==> config.mk <==
export PLATFORM = sky130hd
export DESIGN_NAME = fetch_op_queue
export DESIGN_NICKNAME = d
export VERILOG_FILES = /design/src/rtl/fetch_op_queue_pkg.sv /design/src/rtl/op_queue_mem.sv /design/src/rtl/fetch_op_queue.sv
export SDC_FILE = /design/constraint.sdc
export NUM_CORES = 1
export LEC_CHECK = 0
export BUFFER_PORTS_ARGS = -buffer_cell sky130_fd_sc_hd__buf_2
export CAP_MARGIN = 15
export CORE_ASPECT_RATIO = 1.75
export CORE_MARGIN = 2
export CORE_UTILIZATION = 45
export CTS_CLUSTER_SIZE = 10
export DETAILED_ROUTE_END_ITERATION = 12
export GPL_TIMING_DRIVEN = 0
export PLACE_DENSITY_LB_ADDON = 0.2
export SETUP_SLACK_MARGIN = 0.05
export SYNTH_ARGS = -nofsm -noshare
export SYNTH_HDL_FRONTEND = slang
export SYNTH_HIERARCHICAL = 1
export SYNTH_SLANG_ARGS = --single-unit
==> constraint.sdc <==
create_clock -name clk_in -period 6.75 [get_ports clk_in]
set_input_delay 0.675 -clock clk_in [delete_from_list [all_inputs] [get_ports clk_in]]
set_output_delay 0.675 -clock clk_in [all_outputs]
set_load 0.01 [all_outputs]
==> src/rtl/fetch_op_queue_pkg.sv <==
// rtl/fetch_op_queue_pkg.sv - shared opcode encodings, entry layout and state type for the op queue
package fetch_op_queue_pkg;

  localparam logic [4:0] OP_NONE = 5'd0;
  localparam logic [4:0] OP_ADD  = 5'd1;
  localparam logic [4:0] OP_ADDI = 5'd2;
  localparam logic [4:0] OP_JALR = 5'd3;

  typedef enum logic {
    ST_RUN,
    ST_JALR_WAIT
  } q_state_e;

  // 88-bit decoded instruction, op in the low bits
  typedef struct packed {
    logic [31:0] addr;
    logic [31:0] imm;
    logic        jalr;
    logic        use_imm;
    logic        ls;
    logic        branch;
    logic [4:0]  rs2;
    logic [4:0]  rs1;
    logic [4:0]  rd;
    logic [4:0]  op;
  } op_entry_t;

endpackage

==> src/rtl/op_queue_mem.sv <==
// rtl/op_queue_mem.sv - reset-free entry array, one write port, one asynchronous read port
module op_queue_mem
  import fetch_op_queue_pkg::*;
#(
  parameter int DEPTH = 8,
  parameter int PTR_W = 3
) (
  input  logic             clk_i,
  input  logic             wr_en_i,
  input  logic [PTR_W-1:0] wr_addr_i,
  input  op_entry_t        wr_data_i,
  input  logic [PTR_W-1:0] rd_addr_i,
  output op_entry_t        rd_data_o
);

  op_entry_t mem_q [DEPTH];

  // Capture the tail entry on an accepted push
  always_ff @(posedge clk_i) begin
    if (wr_en_i) begin
      mem_q[wr_addr_i] <= wr_data_i;
    end
  end

  assign rd_data_o = mem_q[rd_addr_i];

endmodule

==> src/rtl/fetch_op_queue.sv <==
// rtl/fetch_op_queue.sv - decoded-instruction FIFO feeding issue, with JALR stall and flush
module fetch_op_queue
  import fetch_op_queue_pkg::*;
#(
  parameter int DEPTH = 8,
  parameter int PTR_W = 3
) (
  input  logic        clk_in,
  input  logic        rst_in,
  input  logic        rdy_in,
  input  logic        flush,
  input  logic        push_valid,
  output logic        push_ready,
  input  logic [4:0]  in_op,
  input  logic [4:0]  in_rd,
  input  logic [4:0]  in_rs1,
  input  logic [4:0]  in_rs2,
  input  logic        in_branch,
  input  logic        in_ls,
  input  logic        in_use_imm,
  input  logic        in_jalr,
  input  logic [31:0] in_imm,
  input  logic [31:0] in_addr,
  output logic [4:0]  op,
  output logic [4:0]  rd,
  output logic [4:0]  rs1,
  output logic [4:0]  rs2,
  output logic        branch_out,
  output logic        ls,
  output logic        use_imm,
  output logic        jalr,
  output logic [31:0] imm,
  output logic [31:0] addr,
  output logic        inst_valid,
  input  logic        launch_fail,
  input  logic        jalr_done
);

  localparam logic [PTR_W-1:0] PTR_ONE  = PTR_W'(1);
  localparam logic [PTR_W:0]   CNT_ONE  = (PTR_W+1)'(1);
  localparam logic [PTR_W:0]   FULL_CNT = (PTR_W+1)'(DEPTH);

  logic [PTR_W-1:0] head_q, head_d;
  logic [PTR_W-1:0] tail_q, tail_d;
  logic [PTR_W:0]   count_q, count_d;
  q_state_e         state_q, state_d;

  op_entry_t wr_entry;
  op_entry_t head_entry;
  logic      push;
  logic      pop;

  assign wr_entry = {in_addr, in_imm, in_jalr, in_use_imm, in_ls, in_branch,
                     in_rs2, in_rs1, in_rd, in_op};

  // Handshake terms; launch_fail only reaches pop, never the offered head
  assign push_ready = (count_q < FULL_CNT);
  assign inst_valid = rdy_in && (count_q != '0) && (state_q == ST_RUN);
  assign pop        = inst_valid && !launch_fail && !flush;
  assign push       = push_valid && push_ready && !flush && rdy_in;

  op_queue_mem #(
    .DEPTH (DEPTH),
    .PTR_W (PTR_W)
  ) u_mem (
    .clk_i     (clk_in),
    .wr_en_i   (push),
    .wr_addr_i (tail_q),
    .wr_data_i (wr_entry),
    .rd_addr_i (head_q),
    .rd_data_o (head_entry)
  );

  // Next pointers, occupancy and JALR stall state; flush overrides push/pop
  always_comb begin
    head_d  = head_q;
    tail_d  = tail_q;
    count_d = count_q;
    state_d = state_q;
    if (flush) begin
      head_d  = '0;
      tail_d  = '0;
      count_d = '0;
      state_d = ST_RUN;
    end else begin
      if (push) tail_d = tail_q + PTR_ONE;
      if (pop)  head_d = head_q + PTR_ONE;
      if (push && !pop)      count_d = count_q + CNT_ONE;
      else if (pop && !push) count_d = count_q - CNT_ONE;
      case (state_q)
        ST_RUN:       if (pop && head_entry.jalr) state_d = ST_JALR_WAIT;
        ST_JALR_WAIT: if (jalr_done) state_d = ST_RUN;
        default:      state_d = ST_RUN;
      endcase
    end
  end

  // Register update; rdy_in low freezes everything
  always_ff @(posedge clk_in or posedge rst_in) begin
    if (rst_in) begin
      head_q  <= '0;
      tail_q  <= '0;
      count_q <= '0;
      state_q <= ST_RUN;
    end else if (rdy_in) begin
      head_q  <= head_d;
      tail_q  <= tail_d;
      count_q <= count_d;
      state_q <= state_d;
    end
  end

  assign op         = inst_valid ? head_entry.op      : OP_NONE;
  assign rd         = inst_valid ? head_entry.rd      : '0;
  assign rs1        = inst_valid ? head_entry.rs1     : '0;
  assign rs2        = inst_valid ? head_entry.rs2     : '0;
  assign branch_out = inst_valid ? head_entry.branch  : 1'b0;
  assign ls         = inst_valid ? head_entry.ls      : 1'b0;
  assign use_imm    = inst_valid ? head_entry.use_imm : 1'b0;
  assign jalr       = inst_valid ? head_entry.jalr    : 1'b0;
  assign imm        = inst_valid ? head_entry.imm     : '0;
  assign addr       = inst_valid ? head_entry.addr    : '0;

endmodule

==> results.cfg, run 1 <==
[routing]
drt-total-wl_um = 60400
num_vias = 13000
drtIter0Drc = 832
drtPass1Iterations = 5
wl_per_cell_um = 25.8
ant_nets = 0
post-route-drc-count = 0
post_drt_via_cell_ratio = 5.53

[synthesis]
ys_seq_area_frac = 0.770
synth_flop_cell = edfxtp_1
synth_cell_type_count = 44
synth_edf_count = 704
yosysWarnings = 6
ys_seq_elements = 715
synth_top_area_cell = edfxtp_1
syn_area_per_cell_um2 = 23.0
synth.area.top_cells = edfxtp_1 76%, mux4_2 14%, mux2_2 3.6%
netlist_instances = 1207
postSynth.asyncResetShare = 0.0154
syn_nets = 1307
synth_top_area_frac = 0.760
netlist_area_um2 = 27800

[layout]
final_common_cell = edfxtp_1
areaGrowthSynthToFinish_pct = 18.3
drive_gt1_frac = 0.400
mostFrequentLayoutCells = 704 x edfxtp_1, 195 x buf_2, 176 x mux4_2
utilization = 0.538
nets = 1613

[timing]
slew-limit-headroom = 0.446
fin_crit_ns = 3.84
final_max_slew_viol_count = 0
hold_ws_ns = 0.123
setup_viol = 0
min_period_over_period = 0.569
clock.fmax_mhz = 260
rsz0062_at_grt = no
skew_ns = 0.0151
finalSetupTns_ns = 0
worst_slew_pin_slew_ns = 0.831
hold_viol_final = 0

[floorplanning]
design.die.area_um2 = 63900
die_x_um = 192
initial_core_util = 0.455
fp.coreArea_um2 = 61100
ios = 185
die_h_um = 333
fp-row-count = 120

[power_and_ir_drop]
ir_worst_vdd_mv = 0.167
finalPower_uw = 11400
clockPowerShare = 0.335
p_sw_frac = 0.251
p_sw_uw = 2870
p_int_uw = 8540
combPwrFrac = 0.226
p_leak_uw = 0.0107
power.share.sequential = 0.439
p_per_area_nw_per_um2 = 346

[worst_setup_path]
path_max_fanout = 10
critical_path_class = register to output port
critPathLaunchType = register
end_kind = output port
arrival_ns = 3.17
cp.required_ns = 6.07

[clocking]
clock_path_buffers = 3
postCtsSetupRepairBufs = 0
clock_latency_ns = 0.60
cts_root_buffer = clkbuf_16
cts_tree = built
numCtsBuffers = 81
htreeDepth = 3
path_clk_slew_ns = 0.06
clock-sinks = 715
hold_buffers = 0
cts.repair.resized = 0

[grt]
grt_overflow_total = 0
antenna_found_initial = 17
grt_pass1_vias = 14100
grt_max_degree = 25
track_usage = 0.195
grt_pass1_wl_um = 90200

[run]
drv_cap = 0

[placement]
gp_congestion = 0.716
place_hpwl_um = 38500
io_buffers = 183

[run_status]
outcome = finished clean

[worst_hold_path]
hold_path_class = input pin to asynchronous set/reset pin
Yosys cell counts (2+ instances only):
| cell type | count |
|---|---|
| buf_2 | 12 |
| ha_1 | 4 |
| mux2_2 | 89 |
| mux4_2 | 176 |
| a31oi_1 | 2 |
| nand2_1 | 5 |
| edfxtp_1 | 704 |
| and2_1 | 88 |
| dfrtp_1 | 11 |
| nor2b_1 | 2 |
| a21oi_1 | 4 |
| nand3_1 | 2 |
| o21ai_0 | 7 |
| nor3_1 | 4 |
| buf_6 | 16 |
| nor2_1 | 11 |
| buf_1 | 11 |
| inv_1 | 7 |
| nand2b_1 | 5 |
| o2bb2ai_1 | 2 |
| clkbuf_1 | 21 |
| xnor2_1 | 2 |
routing by layer:
| metal | global-route usage | share of wire |
|---|---|---|
| met4 | 0.0638 | 0.025 |
| met3 | 0.0443 | 0.057 |
| met1 | 0.246 | 0.40 |
| met2 | 0.334 | 0.52 |
| met5 | 0 | 0.0021 |
stage by stage:
| stage | instances | setup WS (ns) | area, µm² |
|---|---|---|---|
| CTS | 2339 | 2.75 | 32900 |
| floorplan | 1207 | 1.30 | 27800 |
| global placement | 2183 | -3.10 | 29700 |
| global route | 2343 | 2.73 | 32900 |
| finish | 2344 | 2.91 | 32900 |
| detailed placement | 2223 | 2.98 | 30700 |
critical path, cell delays in order (launching register included):
cell and delay, ns:
dfrtp_1 0.35, buf_2 0.18, clkbuf_1 0.65, buf_2 0.43, mux4_2 0.35, mux2_2 0.27
and2_1 0.18, buf_2 0.15
sequential cells by signal, indices dropped and copies added, names as in the netlist:
register	count
tail_q	3
head_q	3
u_mem/mem_q	704
count_q	4
state_q	1
final timing paths:
path | startpoint | to | slack (ns) | cells after the start
setup / recovery | head_q[2] | imm[29] | 2.91 | 7
hold / removal | rst_in | state_q | 0.12 | 2
min in group clk_in | in_imm[23] | u_mem/mem_q[7][47] | 0.33 | 1
hold reg to reg | tail_q[2] | tail_q[2] | 0.52 | 1
setup reg to reg | state_q | count_q[3] | 3.90 | 7
max in group asynchronous | rst_in | count_q[1] | 6.30 | 2
power by group through the flow:
stage / Sequential (µW) / Combinational [µW] / Clock [µW]
6_report: 5000 / 2580 / 3810
5_1_grt: 5010 / 2810 / 4060
4_1_cts: 5000 / 2670 / 3910
3_5_place_dp: 5090 / 2650 / 0
3_3_place_gp: 5100 / 2590 / 0
2_1_floorplan: 5090 / 1800 / 0
cells by family after synthesis:
logic type	share of synthesized area
fa+ha+maj	0.00252
xor+xnor	0.000630
simple gates	0.0294
buf+inv	0.0141
mux	0.179
flops	0.770
compound gates	0.00463
area by class of cell:
| cell class | instances | area, µm² |
|---|---|---|
| plain buffers | 61 | 365 |
| repair buffers | 223 | 1770 |
| inverters | 7 | 26.3 |
| clock buffers | 113 | 2210 |
| clock inverters | 3 | 32.5 |
| flip-flops and latches | 715 | 21400 |
| fillers | 4715 | 28200 |
| well taps | 793 | 992 |
| multi-input cells | 424 | 6080 |
| diodes | 5 | 12.5 |
Note: power is estimated with default switching activity, not from simulation.
==> run 2, diff against run 1 <==
==> constraint.sdc (replaced) <==
create_clock -name clk_in -period 3.1 [get_ports clk_in]
set_input_delay 0.31 -clock clk_in [delete_from_list [all_inputs] [get_ports clk_in]]
set_output_delay 0.31 -clock clk_in [all_outputs]
set_load 0.01 [all_outputs]
==> results.cfg, run 2 (synthesis results as in run 1) <==
[run_status]
outcome = finished clean

[worst_setup_path]
r2r-end = u_mem/mem_q[6][38]
reg2reg_depth = 6
critPathLaunchType = register
crit_family = multiplexers
arrival_ns = 2.63
crit_path_start = head_q[0]
end_kind = output port
cp.required_ns = 2.79
critical_path_class = register to output port
crit_chain = buf_8, clkbuf_16, buf_8, mux4_2, mux2_2, and2_1, buf_2
cpPeakStageDelay_ns = 0.52
rrSetupSlack_ns = 0.26
cp-endpoint = imm[13]
cpMaxStageDelayCell = mux4_2
crit_path_frequent_cell = buf_8
crit_buf_inv = 4
path_max_fanout = 10
reg2reg_from = count_q[3]
path_depth = 7

[layout]
areaGrowthSynthToFinish_pct = 22.5
drive_gt1_frac = 0.399
final_common_cell = edfxtp_1
nets = 1705
fillers = 4633
top_regs = u_mem/mem_q: 704 flops, count_q: 4 flops
largest-register = u_mem/mem_q
multiInputGateArea_um2 = 6090
seq_area_um2 = 21400
largest_reg_flops = 704
mostFrequentLayoutCells = 704 x edfxtp_1, 186 x buf_2, 176 x mux4_2
fin_cells = 2422

[floorplanning]
initial_core_util = 0.455
die_h_um = 333
fp.coreArea_um2 = 61100
die_x_um = 192
ios = 185
design.die.area_um2 = 63900
fp-row-count = 120

[routing]
ant_nets = 0
post-route-drc-count = 0
post_drt_via_cell_ratio = 5.47
drt-total-wl_um = 60600
wl_per_cell_um = 25.0
drtIter0Drc = 811
num_vias = 13300
drtPass1Iterations = 5

[timing]
final_max_slew_viol_count = 0
setup_viol = 0
slew-limit-headroom = 0.408
clock.fmax_mhz = 340
worst_slew_pin_slew_ns = 0.886
rsz0062_at_grt = yes
finalSetupTns_ns = 0
min_period_over_period = 0.949
skew_ns = 0.0173
hold_viol_final = 0
fin_crit_ns = 2.94

[clocking]
clock_latency_ns = 0.60
clock-sinks = 715
cts_tree = built
clock_path_buffers = 3
cts_root_buffer = clkbuf_16
htreeDepth = 3
numCtsBuffers = 81
path_clk_slew_ns = 0.06

[power_and_ir_drop]
combPwrFrac = 0.239
p_sw_uw = 6340
p_int_uw = 19000
power.share.sequential = 0.431
p_sw_frac = 0.250
clockPowerShare = 0.330
p_per_area_nw_per_um2 = 743
ir_worst_vdd_mv = 0.505
p_leak_uw = 0.0112

[grt]
grt_pass1_wl_um = 91800
grt_overflow_total = 0
grt_pass1_vias = 14700
antenna_found_initial = 7
grt_max_degree = 26
track_usage = 0.197

[placement]
place_hpwl_um = 38300
gp_congestion = 0.741
dp_cells = 2221
io_buffers = 183

[worst_hold_path]
hold_path_class = input pin to register

[run]
drv_cap = 0
==> run 2: worst register-to-register path: stages (launching register included) <==
cell and delay, ns:
dfrtp_1 0.46, and4bb_2 0.40, nand2_1 0.26, nor2_4 0.69
buf_12 0.27, buf_12 0.21, buf_16 0.21
==> run 2: layout make-up <==
| cell class | instances | share of cell area |
|---|---|---|
| buffer | 61 | 0.0171 |
| inverter | 7 | 0.000771 |
| sequential | 715 | 0.628 |
| clock inverter | 2 | 0.000698 |
| timing repair buffer | 315 | 0.0801 |
| multi-input combinational | 424 | 0.179 |
| clock buffer | 103 | 0.0650 |
| tap | 793 | 0.0291 |
| antenna | 2 | 0.000147 |
==> run 2: per-stage QoR <==
stage	power (µW)	cell area (µm²)	utilization	setup slack (ns)	hold WS, ns
after global placement	16800	29800	0.487	-3.31	0.370
after global routing	26400	34100	0.558	0.0450	0.0992
after floorplan	15000	27900	-	-0.584	0.162
final	25300	34100	0.558	0.159	0.0961
after detailed placement	16900	30600	0.501	0.0624	0.394
after CTS	25600	34000	0.556	-0.0240	0.0666
==> run 2: timing repair <==
action	4_1_cts	5_1_grt
gates cloned	0	1
resized for setup	58	32
endpoints found under the hold margin	716	0
endpoints found under the setup margin	88	79
hold buffers	90	0
pin swaps	1	0
buffers inserted	3	0
==> run 2: how the worst min path moves through the flow <==
stage,to,cells after the start,from
2_1_floorplan,count_q[0],1,rst_in
6_report,state_q,3,jalr_done
3_3_place_gp,tail_q[1],2,rst_in
5_1_grt,state_q,3,jalr_done
3_5_place_dp,tail_q[1],2,rst_in
4_1_cts,state_q,3,jalr_done
==> run 2: layer usage <==
layer	track usage	share of wire	up-vias
li1	-	-	5807
met1	0.253	0.41	7031
met2	0.339	0.52	331
met3	0.0368	0.050	80
met4	0.0597	0.018	10
met5	0	0.0011	-
==> run 2: power groups by stage <==
stage / logic [µW] / registers, µW / clock network (µW)
floorplan: 3930 / 11100 / 0
global placement: 5670 / 11100 / 0
detailed placement: 5790 / 11100 / 0
CTS: 6120 / 10900 / 8540
global route: 6570 / 10900 / 8900
finish: 6060 / 10900 / 8350
==> run 3, diff against run 2 <==
==> constraint.sdc (replaced) <==
create_clock -name clk_in -period 2.9 [get_ports clk_in]
set_input_delay 0.29 -clock clk_in [delete_from_list [all_inputs] [get_ports clk_in]]
set_output_delay 0.29 -clock clk_in [all_outputs]
set_load 0.01 [all_outputs]
==> results.cfg, run 3 (synthesis results as in run 1) <==
[run_status]
outcome = finished with violations
violations = setup timing

[placement]
dp_cells = 2221
gp_congestion = 0.741
post_dp_cell_area_um2 = 30600
place_hpwl_um = 38300
io_buffers = 183

[layout]
top_regs = u_mem/mem_q: 704 flops, count_q: 4 flops
final_common_cell = edfxtp_1
utilization = 0.585
largest-register = u_mem/mem_q
areaGrowthSynthToFinish_pct = 28.5
fillers = 4472
drive_gt1_frac = 0.461
largest_reg_flops = 704
mostFrequentLayoutCells = 704 x edfxtp_1, 176 x mux4_2, 106 x buf_2
design_area_um2 = 35700
fin_cells = 2448
nets = 1732

[worst_setup_path]
arrival_ns = 2.62
reg2reg_depth = 5
critical_path_class = register to output port
reg2reg_from = count_q[3]
r2r-end = u_mem/mem_q[7][44]
path_max_fanout = 7
cp.required_ns = 2.61
rrSetupSlack_ns = 0.19
critPathLaunchType = register
end_kind = output port

[worst_hold_path]
hp-start = jalr_done
hold_path_class = input pin to register
holdPathStages = 3
min_to = state_q

[routing]
post_drt_via_cell_ratio = 5.53
drtPass1Iterations = 5
wl_per_cell_um = 25.9
num_vias = 13500
ant_nets = 0
drtIter0Drc = 985
drt-total-wl_um = 63500
post-route-drc-count = 0

[timing]
final_max_slew_viol_count = 0
hold_viol_final = 0
hold_ws_ns = 0.0700
min_period_over_period = 1.00
slew-limit-headroom = 0.413
clock.fmax_mhz = 344
skew_ns = 0.0195
worst_slack_ns = -0.00516
rsz0062_at_grt = yes
setup_viol = 1
worst_slew_pin_slew_ns = 0.877
fin_crit_ns = 2.91

[clocking]
clock-sinks = 715
cts_tree = built
path_clk_slew_ns = 0.06
clock_latency_ns = 0.60
numCtsBuffers = 81
clock_path_buffers = 3
cts_root_buffer = clkbuf_16
htreeDepth = 3

[grt]
antenna_found_initial = 6
grt_max_degree = 26
grt_overflow_total = 0
track_usage = 0.199
grt_pass1_wl_um = 92600
grt_pass1_vias = 14700

[floorplanning]
ios = 185
die_h_um = 333
die_x_um = 192
design.die.area_um2 = 63900
fp.coreArea_um2 = 61100
fp-row-count = 120
initial_core_util = 0.455

[power_and_ir_drop]
p_per_area_nw_per_um2 = 827
p_leak_uw = 0.0120
ir_worst_vdd_mv = 0.539

[run]
drv_cap = 0
## run 3: cell count changes in the layout (fill, tap and decap cells not counted), sizes merged
cell / delta
clkbuf: +16
buf: +11
diode: -1
## run 3: worst max path at each step
stage | depth (start not counted) | from | to
2_1_floorplan | 3 | count_q[3] | u_mem/mem_q[1][0]
3_3_place_gp | 4 | rdy_in | u_mem/mem_q[7][38]
3_5_place_dp | 7 | head_q[2] | addr[4]
4_1_cts | 7 | head_q[2] | imm[31]
5_1_grt | 7 | head_q[0] | addr[12]
6_report | 7 | head_q[0] | addr[12]
## run 3: power breakdown
group	internal, µW	switching [µW]
clock	5270	3680
combinational	5350	3600
sequential	11500	114
total	22200	7390
## run 3: area by class of cell
| cell class | count | area [µm²] | area share |
|---|---|---|---|
| multi-input combinational | 424 | 6570 | 0.184 |
| sequential | 715 | 21400 | 0.599 |
| timing repair buffer | 342 | 3740 | 0.105 |
| antenna | 1 | 2.50 | 0.0000700 |
| inverter | 7 | 26.3 | 0.000735 |
| clock buffer | 103 | 2220 | 0.0620 |
| tap | 793 | 992 | 0.0278 |
| buffer | 61 | 754 | 0.0211 |
| clock inverter | 2 | 23.8 | 0.000665 |
## run 3: per-layer routing
metal / GRT usage / share of wire / up-vias
met1: 0.254 / 0.40 / 7197
met4: 0.0604 / 0.026 / 10
li1: - / - / 5861
met5: 0 / 0.0011 / -
met3: 0.0384 / 0.049 / 98
met2: 0.343 / 0.52 / 369
## run 3: what timing repair did
item	CTS	global route
resized for setup	219	150
hold buffers	90	0
hold endpoints to repair	716	0
cloned	2	17
setup endpoints to repair	88	144
buffers inserted	8	5
pin swaps	1	4
## run 3: metrics by stage
| stage | setup WS (ns) | total power, µW | TNS, ns |
|---|---|---|---|
| floorplan | -0.784 | 16000 | -510.27 |
| global placement | -3.49 | 17900 | -2337.85 |
| detailed placement | -0.100 | 18000 | -2.57 |
| CTS | -0.0793 | 28400 | -1.87 |
| global route | -0.0687 | 30700 | -2.09 |
| finish | -0.00516 | 29600 | -0.00516 |
## run 3: worst max-delay path, cell delays in order, from the launching register on
cell and delay (ns):
dfrtp_2 0.42, buf_12 0.16, buf_16 0.19, clkbuf_16 0.18
mux4_2 0.51, mux2_4 0.28, and2_1 0.13, buf_2 0.13
